===== src/rtl/i2c_target.sv =====
// I2C target (slave) responder. Oversamples SCL/SDA on clk_sys, decodes
// START/STOP and the 7-bit address, streams written bytes out on rx_*,
// and fetches read bytes from a valid/ready source on tx_*. SDA is driven
// open-drain through sda_oe; the block never stretches the clock.
module i2c_target #(
    parameter logic [6:0] OWN_ADDRESS = 7'h3C,
    parameter int         SYNC_STAGES = 2      // at least 2
) (
    input  logic       clk_sys,
    input  logic       reset,
    input  logic       scl_in,
    input  logic       sda_in,
    output logic       sda_oe,
    output logic       busy,
    output logic       rx_valid,
    output logic [7:0] rx_data,
    output logic       tx_ready,
    input  logic       tx_valid,
    input  logic [7:0] tx_data,
    output logic       stop_det
);

    localparam logic [2:0] IDLE     = 3'd0;
    localparam logic [2:0] ADDR     = 3'd1;
    localparam logic [2:0] ADDR_ACK = 3'd2;
    localparam logic [2:0] WR_DATA  = 3'd3;
    localparam logic [2:0] WR_ACK   = 3'd4;
    localparam logic [2:0] RD_DATA  = 3'd5;
    localparam logic [2:0] RD_MACK  = 3'd6;
    localparam logic [2:0] IGNORE   = 3'd7;

    logic [SYNC_STAGES-1:0] sclSync_q;
    logic [SYNC_STAGES-1:0] sdaSync_q;
    logic                   sclHist_q;
    logic                   sdaHist_q;

    logic sclS, sdaS;
    logic sclRise, sclFall, sdaRise, sdaFall;
    logic startSeen, stopSeen;

    logic [2:0] state_q,    state_d;
    logic [3:0] bitCnt_q,   bitCnt_d;
    logic [7:0] shift_q,    shift_d;
    logic       rw_q,       rw_d;
    logic [7:0] txBuf_q,    txBuf_d;
    logic       txLoaded_q, txLoaded_d;
    logic       sdaOe_q,    sdaOe_d;
    logic       busy_q,     busy_d;
    logic       rxValid_q,  rxValid_d;
    logic [7:0] rxData_q,   rxData_d;
    logic       txReady_q,  txReady_d;
    logic       stopDet_q,  stopDet_d;

    logic       doLoad;
    logic [7:0] byteNow;

    // Synchronize the pins and keep one history flop per line; reset to the idle-bus level
    always_ff @(posedge clk_sys) begin
        if (reset) begin
            sclSync_q <= '1;
            sdaSync_q <= '1;
            sclHist_q <= 1'b1;
            sdaHist_q <= 1'b1;
        end else begin
            sclSync_q <= {sclSync_q[SYNC_STAGES-2:0], scl_in};
            sdaSync_q <= {sdaSync_q[SYNC_STAGES-2:0], sda_in};
            sclHist_q <= sclSync_q[SYNC_STAGES-1];
            sdaHist_q <= sdaSync_q[SYNC_STAGES-1];
        end
    end

    assign sclS      = sclSync_q[SYNC_STAGES-1];
    assign sdaS      = sdaSync_q[SYNC_STAGES-1];
    assign sclRise   = sclS & ~sclHist_q;
    assign sclFall   = ~sclS & sclHist_q;
    assign sdaRise   = sdaS & ~sdaHist_q;
    assign sdaFall   = ~sdaS & sdaHist_q;
    assign startSeen = sdaFall & sclS;
    assign stopSeen  = sdaRise & sclS;

    // Byte to shift out when a read byte starts: buffered, handshaking now, or all-ones
    assign byteNow = txLoaded_q ? txBuf_q :
                     ((txReady_q && tx_valid) ? tx_data : 8'hFF);

    // Protocol FSM: per-state actions first, then START/STOP override everything
    always_comb begin
        state_d    = state_q;
        bitCnt_d   = bitCnt_q;
        shift_d    = shift_q;
        rw_d       = rw_q;
        txBuf_d    = txBuf_q;
        txLoaded_d = txLoaded_q;
        sdaOe_d    = sdaOe_q;
        busy_d     = busy_q;
        rxValid_d  = 1'b0;
        rxData_d   = rxData_q;
        txReady_d  = txReady_q;
        stopDet_d  = 1'b0;
        doLoad     = 1'b0;

        if (txReady_q && tx_valid) begin
            txBuf_d    = tx_data;
            txLoaded_d = 1'b1;
            txReady_d  = 1'b0;
        end

        case (state_q)
            IDLE: begin
            end
            ADDR: begin
                if (sclRise && bitCnt_q < 4'd8) begin
                    shift_d  = {shift_q[6:0], sdaS};
                    bitCnt_d = bitCnt_q + 4'd1;
                    if (bitCnt_q == 4'd7) begin
                        rw_d = sdaS;
                        if (shift_q[6:0] != OWN_ADDRESS) begin
                            busy_d  = 1'b0;
                            state_d = IGNORE;
                        end
                    end
                end else if (sclFall && bitCnt_q == 4'd8) begin
                    sdaOe_d = 1'b1;
                    busy_d  = 1'b1;
                    state_d = ADDR_ACK;
                end
            end
            ADDR_ACK: begin
                if (sclRise && rw_q) begin
                    txReady_d  = 1'b1;
                    txLoaded_d = 1'b0;
                end else if (sclFall) begin
                    bitCnt_d = 4'd0;
                    if (rw_q) begin
                        doLoad  = 1'b1;
                        state_d = RD_DATA;
                    end else begin
                        sdaOe_d = 1'b0;
                        state_d = WR_DATA;
                    end
                end
            end
            WR_DATA: begin
                if (sclRise && bitCnt_q < 4'd8) begin
                    shift_d  = {shift_q[6:0], sdaS};
                    bitCnt_d = bitCnt_q + 4'd1;
                    if (bitCnt_q == 4'd7) begin
                        rxData_d  = {shift_q[6:0], sdaS};
                        rxValid_d = 1'b1;
                    end
                end else if (sclFall && bitCnt_q == 4'd8) begin
                    sdaOe_d = 1'b1;
                    state_d = WR_ACK;
                end
            end
            WR_ACK: begin
                if (sclFall) begin
                    sdaOe_d  = 1'b0;
                    bitCnt_d = 4'd0;
                    state_d  = WR_DATA;
                end
            end
            RD_DATA: begin
                if (sclFall) begin
                    if (bitCnt_q == 4'd0) begin
                        doLoad = 1'b1;
                    end else if (bitCnt_q < 4'd8) begin
                        sdaOe_d  = ~shift_q[7];
                        shift_d  = {shift_q[6:0], 1'b1};
                        bitCnt_d = bitCnt_q + 4'd1;
                    end else begin
                        sdaOe_d = 1'b0;
                        state_d = RD_MACK;
                    end
                end
            end
            RD_MACK: begin
                if (sclRise) begin
                    if (!sdaS) begin
                        txReady_d  = 1'b1;
                        txLoaded_d = 1'b0;
                        bitCnt_d   = 4'd0;
                        state_d    = RD_DATA;
                    end else begin
                        txReady_d = 1'b0;
                        busy_d    = 1'b0;
                        state_d   = IGNORE;
                    end
                end
            end
            IGNORE: begin
                sdaOe_d = 1'b0;
            end
            default: begin
                state_d = IDLE;
            end
        endcase

        if (doLoad) begin
            sdaOe_d    = ~byteNow[7];
            shift_d    = {byteNow[6:0], 1'b1};
            bitCnt_d   = 4'd1;
            txReady_d  = 1'b0;
            txLoaded_d = 1'b0;
        end

        if (stopSeen) begin
            state_d    = IDLE;
            bitCnt_d   = 4'd0;
            sdaOe_d    = 1'b0;
            busy_d     = 1'b0;
            txReady_d  = 1'b0;
            txLoaded_d = 1'b0;
            stopDet_d  = 1'b1;
        end else if (startSeen) begin
            state_d    = ADDR;
            bitCnt_d   = 4'd0;
            sdaOe_d    = 1'b0;
            txReady_d  = 1'b0;
            txLoaded_d = 1'b0;
        end
    end

    // Register FSM state and all outputs
    always_ff @(posedge clk_sys) begin
        if (reset) begin
            state_q    <= IDLE;
            bitCnt_q   <= 4'd0;
            shift_q    <= 8'h00;
            rw_q       <= 1'b0;
            txBuf_q    <= 8'h00;
            txLoaded_q <= 1'b0;
            sdaOe_q    <= 1'b0;
            busy_q     <= 1'b0;
            rxValid_q  <= 1'b0;
            rxData_q   <= 8'h00;
            txReady_q  <= 1'b0;
            stopDet_q  <= 1'b0;
        end else begin
            state_q    <= state_d;
            bitCnt_q   <= bitCnt_d;
            shift_q    <= shift_d;
            rw_q       <= rw_d;
            txBuf_q    <= txBuf_d;
            txLoaded_q <= txLoaded_d;
            sdaOe_q    <= sdaOe_d;
            busy_q     <= busy_d;
            rxValid_q  <= rxValid_d;
            rxData_q   <= rxData_d;
            txReady_q  <= txReady_d;
            stopDet_q  <= stopDet_d;
        end
    end

    assign sda_oe   = sdaOe_q;
    assign busy     = busy_q;
    assign rx_valid = rxValid_q;
    assign rx_data  = rxData_q;
    assign tx_ready = txReady_q;
    assign stop_det = stopDet_q;

endmodule

===== config.mk =====
export PLATFORM = sky130hd
export DESIGN_NAME = i2c_target
export DESIGN_NICKNAME = d
export VERILOG_FILES = /design/src/rtl/i2c_target.sv
export SDC_FILE = /design/constraint.sdc
export NUM_CORES = 1
export LEC_CHECK = 0
export ABC_AREA = 1
export CAP_MARGIN = 10
export CORE_ASPECT_RATIO = 1.1
export CORE_MARGIN = 8
export CORE_UTILIZATION = 40
export DETAILED_ROUTE_END_ITERATION = 10
export GPL_ROUTABILITY_DRIVEN = 0
export PLACE_DENSITY = 0.62
export SLEW_MARGIN = 10
export SYNTH_ARGS = -nofsm -noshare
export SYNTH_HDL_FRONTEND = slang
export SYNTH_SLANG_ARGS = --single-unit

===== constraint.sdc =====
create_clock -name clk_sys -period 4.2 [get_ports clk_sys]
set_clock_uncertainty 0.1 [all_clocks]
set_input_delay 0.63 -clock clk_sys [delete_from_list [all_inputs] [get_ports clk_sys]]
set_output_delay 0.63 -clock clk_sys [all_outputs]
set_load 0.05 [all_outputs]

==> results.yml <==
logic_synthesis:
  ys_seq_elements: 44
  postSynthNetCount: 366
  synthArstFlopShare_pct: 0
  synth_sequential_area_ratio_pct: 37.9
  post_synth_instance_area_um2: 2320
  syn_inst: 351
  synth_area_per_cell_um2: 6.62
  synthDistinctLibCells: 32
  number_of_enable_flip_flop_cells_after_synthesis: 0
  yosys_warnings: 0
  ys_dominant_reg_cell: "sky130_fd_sc_hd__dfxtp_1"
worst_setup_path:
  path_class: "in2reg"
  cp_data_required_time_ns: 4.32
  cp_data_arrival_time_ns: 2.81
  depth_of_the_worst_register_to_register_path: 9
  rr_startpoint: "bitCnt_q[0]"
  r2r-end: "state_q[1]"
  setup.worst_path.end_class: "flip-flop"
  rrSetupSlack_ns: 1.95
  crit_path_max_fanout: 19
  worstSetupStartpointType: "input pin"
sta:
  achievable_frequency_ghz: 0.371
  setup_tns_ns: 0
  timing.max_slew.rel_slack_pct: 51.1
  hold_violations: 0
  hold_slack_ns: 0.315
  total_of_endpoints_with_negative_setup_slack_in_the_final_report: 0
  finalMaxSlewViolations: 0
  worst-slew-pin-transition_ns: 0.730
  fin_crit_ns: 2.70
  rsz0062_at_grt: "false"
  timing.final.crit_share_pct: 64.2
power_and_ir_drop:
  pwr_density_cell_nw_per_um2: 499
  static-leakage-power_uw: 0.00112
  share_of_total_power_in_sequential_cells_pct: 39.5
  p_int_uw: 828
  sw_share_pct: 38.9
  clockPowerShare_pct: 23.2
  report.power.total_uw: 1360
  p_sw_uw: 528
  ir_worst_vdd_uv: 287
  p_comb_share_pct: 37.3
placed_design:
  detailedPlacementHpwl_um: 4080
  dp.cells: 443
  io_buffers: 25
clock_network:
  post_cts_hold_buffer_count: 0
  numCtsBuffers: 5
  ctsLongestPathBuffers: 2
  quantity_of_gates_resized_following_cts: 0
  cts.clk_slew.worst_paths_ns: 0.08
  worstSkewPairLatency_ns: 0.29
  clock_tree.htree_level_count: 2
  cts.repair_timing.setup_buffer_count: 0
  clock_sink_total: 44
  clock_tree_from_tritoncts: "built"
  root_buffer: "sky130_fd_sc_hd__clkbuf_8"
route:
  route.detailed.drc: 0
  first_iteration_detailed_routing_drc_count: 122
  firstDrtPassIters: 4
  postRouteWirelength_um: 5440
  routedWlPerCell_um: 12.1
  drt.antenna.violating_nets: 0
  routed_via_density: 4.95
  routed-via-count: 2231
global_route:
  grt_antenna_before_repair: 0
  grt_use_total_pct: 13.3
  largest_net_degree_at_the_start_of_global_routing: 20
  grt.overflow.total: 0
  first_global_vias: 1997
  grt_pass1_wl_um: 8990
cells_and_area:
  design.final.nets: 388
  final-instance-count-excl-fill: 451
  area_growth_pct: 17.1
  nFillCells: 612
  num_antenna_cells: 0
  fin_util_pct: 47.7
  post_route_cells_drive_above_1_share_pct: 10.2
die:
  cell_row_count: 29
  initial_core_utilization_pct: 40.8
  die_w_um: 88.7
  die_height_um: 95.9
  count_of_boundary_i_o_pins: 26
  design.die.area_um2: 8510
  coreArea_um2: 5700
flow_run:
  maxCapViolations: 0
worst_hold_path:
  timing.hold.worst_path_depth: 1
  hp-class: "reg2reg"
  worst_hold_startpoint: "sdaSync_q[0]"
  worst_min_delay_path_endpoint: "sdaSync_q[1]"
run_status:
  outcome: "finished, final reports clean"
## critical path, cell delays in order
cell                              delay, ns
sky130_fd_sc_hd__clkdlybuf4s50_1       0.67
sky130_fd_sc_hd__inv_1                 0.52
sky130_fd_sc_hd__nand2_1               0.17
sky130_fd_sc_hd__nor2_1                0.40
sky130_fd_sc_hd__nand2_1               0.22
sky130_fd_sc_hd__a211oi_1              0.20
## flip-flops by register name, summed over array words and instances (netlist names)
name and cells:
tx_ready 1, rx_data 8, rw_q 1, sda_oe 1
sdaSync_q 2, bitCnt_q 4, txLoaded_q 1, stop_det 1
shift_q 8, sclHist_q 1, state_q 3, sdaHist_q 1
sclSync_q 2, txBuf_q 8, busy 1, rx_valid 1
## cell usage after synthesis (all sizes together), types with 2 or more instances
master	number	area, µm²
buf	7	46.3
nand2	84	340
nor2	67	279
nand3	30	170
inv	34	130
a21oi	21	109
nor3	4	20.0
o21ai	36	184
dfxtp	44	881
clkbuf	3	11.3
ha	2	25.0
a31oi	2	12.5
nand4	5	31.3
or2	6	37.5
## worst max path at each step
stage,startpoint,endpoint,slack (ns),cells after the start
floorplan,tx_ready,sda_oe,2.51,7
global placement,reset,txLoaded_q,1.28,6
detailed placement,reset,txLoaded_q,1.20,6
CTS,reset,txLoaded_q,1.52,6
global route,reset,txLoaded_q,1.38,6
finish,reset,txLoaded_q,1.50,6
## layout by cell type (no fill, tap or decap), types with 6 or more instances in the layout
master	Yosys	final
sky130_fd_sc_hd__nand3_1	26	26
sky130_fd_sc_hd__nand2_1	78	78
sky130_fd_sc_hd__or2_2	6	6
sky130_fd_sc_hd__inv_1	29	29
sky130_fd_sc_hd__o21ai_0	26	26
sky130_fd_sc_hd__nor2_1	60	60
sky130_fd_sc_hd__a21oi_1	20	20
sky130_fd_sc_hd__clkdlybuf4s50_1	0	25
sky130_fd_sc_hd__dfxtp_1	44	44
sky130_fd_sc_hd__o21ai_1	9	9
## stage by stage
| step | worst slack [ns] | area (µm²) |
|---|---|---|
| 4_1_cts | 1.52 | 2720 |
| 6_report | 1.50 | 2720 |
| 3_5_place_dp | 1.20 | 2610 |
| 2_1_floorplan | 2.51 | 2320 |
| 3_3_place_gp | 1.28 | 2610 |
| 5_1_grt | 1.38 | 2720 |
## cells by family after synthesis
| kind of cell | synth area share, % |
|---|---|
| DFF | 37.9 |
| adders and majority gates | 1.08 |
| and+or+nand+nor | 38.1 |
| xor gates and xnor gates | 0.377 |
| buffers and inverters | 8.45 |
| AOI/OAI and AO/OA | 14.1 |
## final cells by class
type / count / area, µm² / share of cell area [%]
clock buffers: 6 / 72.6 / 2.67
clock inverters: 2 / 35.0 / 1.29
inverters: 35 / 139 / 5.11
multi-input cells: 262 / 1250 / 45.8
flip-flops and latches: 44 / 881 / 32.4
well taps: 77 / 96.3 / 3.54
repair buffers: 25 / 250 / 9.20
## routing by layer
metal  vias up  part of all wire [%]  wire length, µm  GRT usage [%]
met3        10                   2.8              151           2.73
met5         -                     0                0              0
li1       1178                     -                -              -
met2        35                    50             2730           22.5
met1      1008                    45             2460           16.1
met4         0                   1.9              106           4.80
## power by group through the flow
| stage | clock network [µW] | logic, µW | registers, µW |
|---|---|---|---|
| 2_1_floorplan | 0 | 409 | 537 |
| 3_3_place_gp | 0 | 500 | 545 |
| 3_5_place_dp | 0 | 500 | 546 |
| 4_1_cts | 325 | 505 | 536 |
| 5_1_grt | 338 | 578 | 546 |
| 6_report | 315 | 507 | 535 |
No activity file was read; power rests on OpenSTA's default activity.
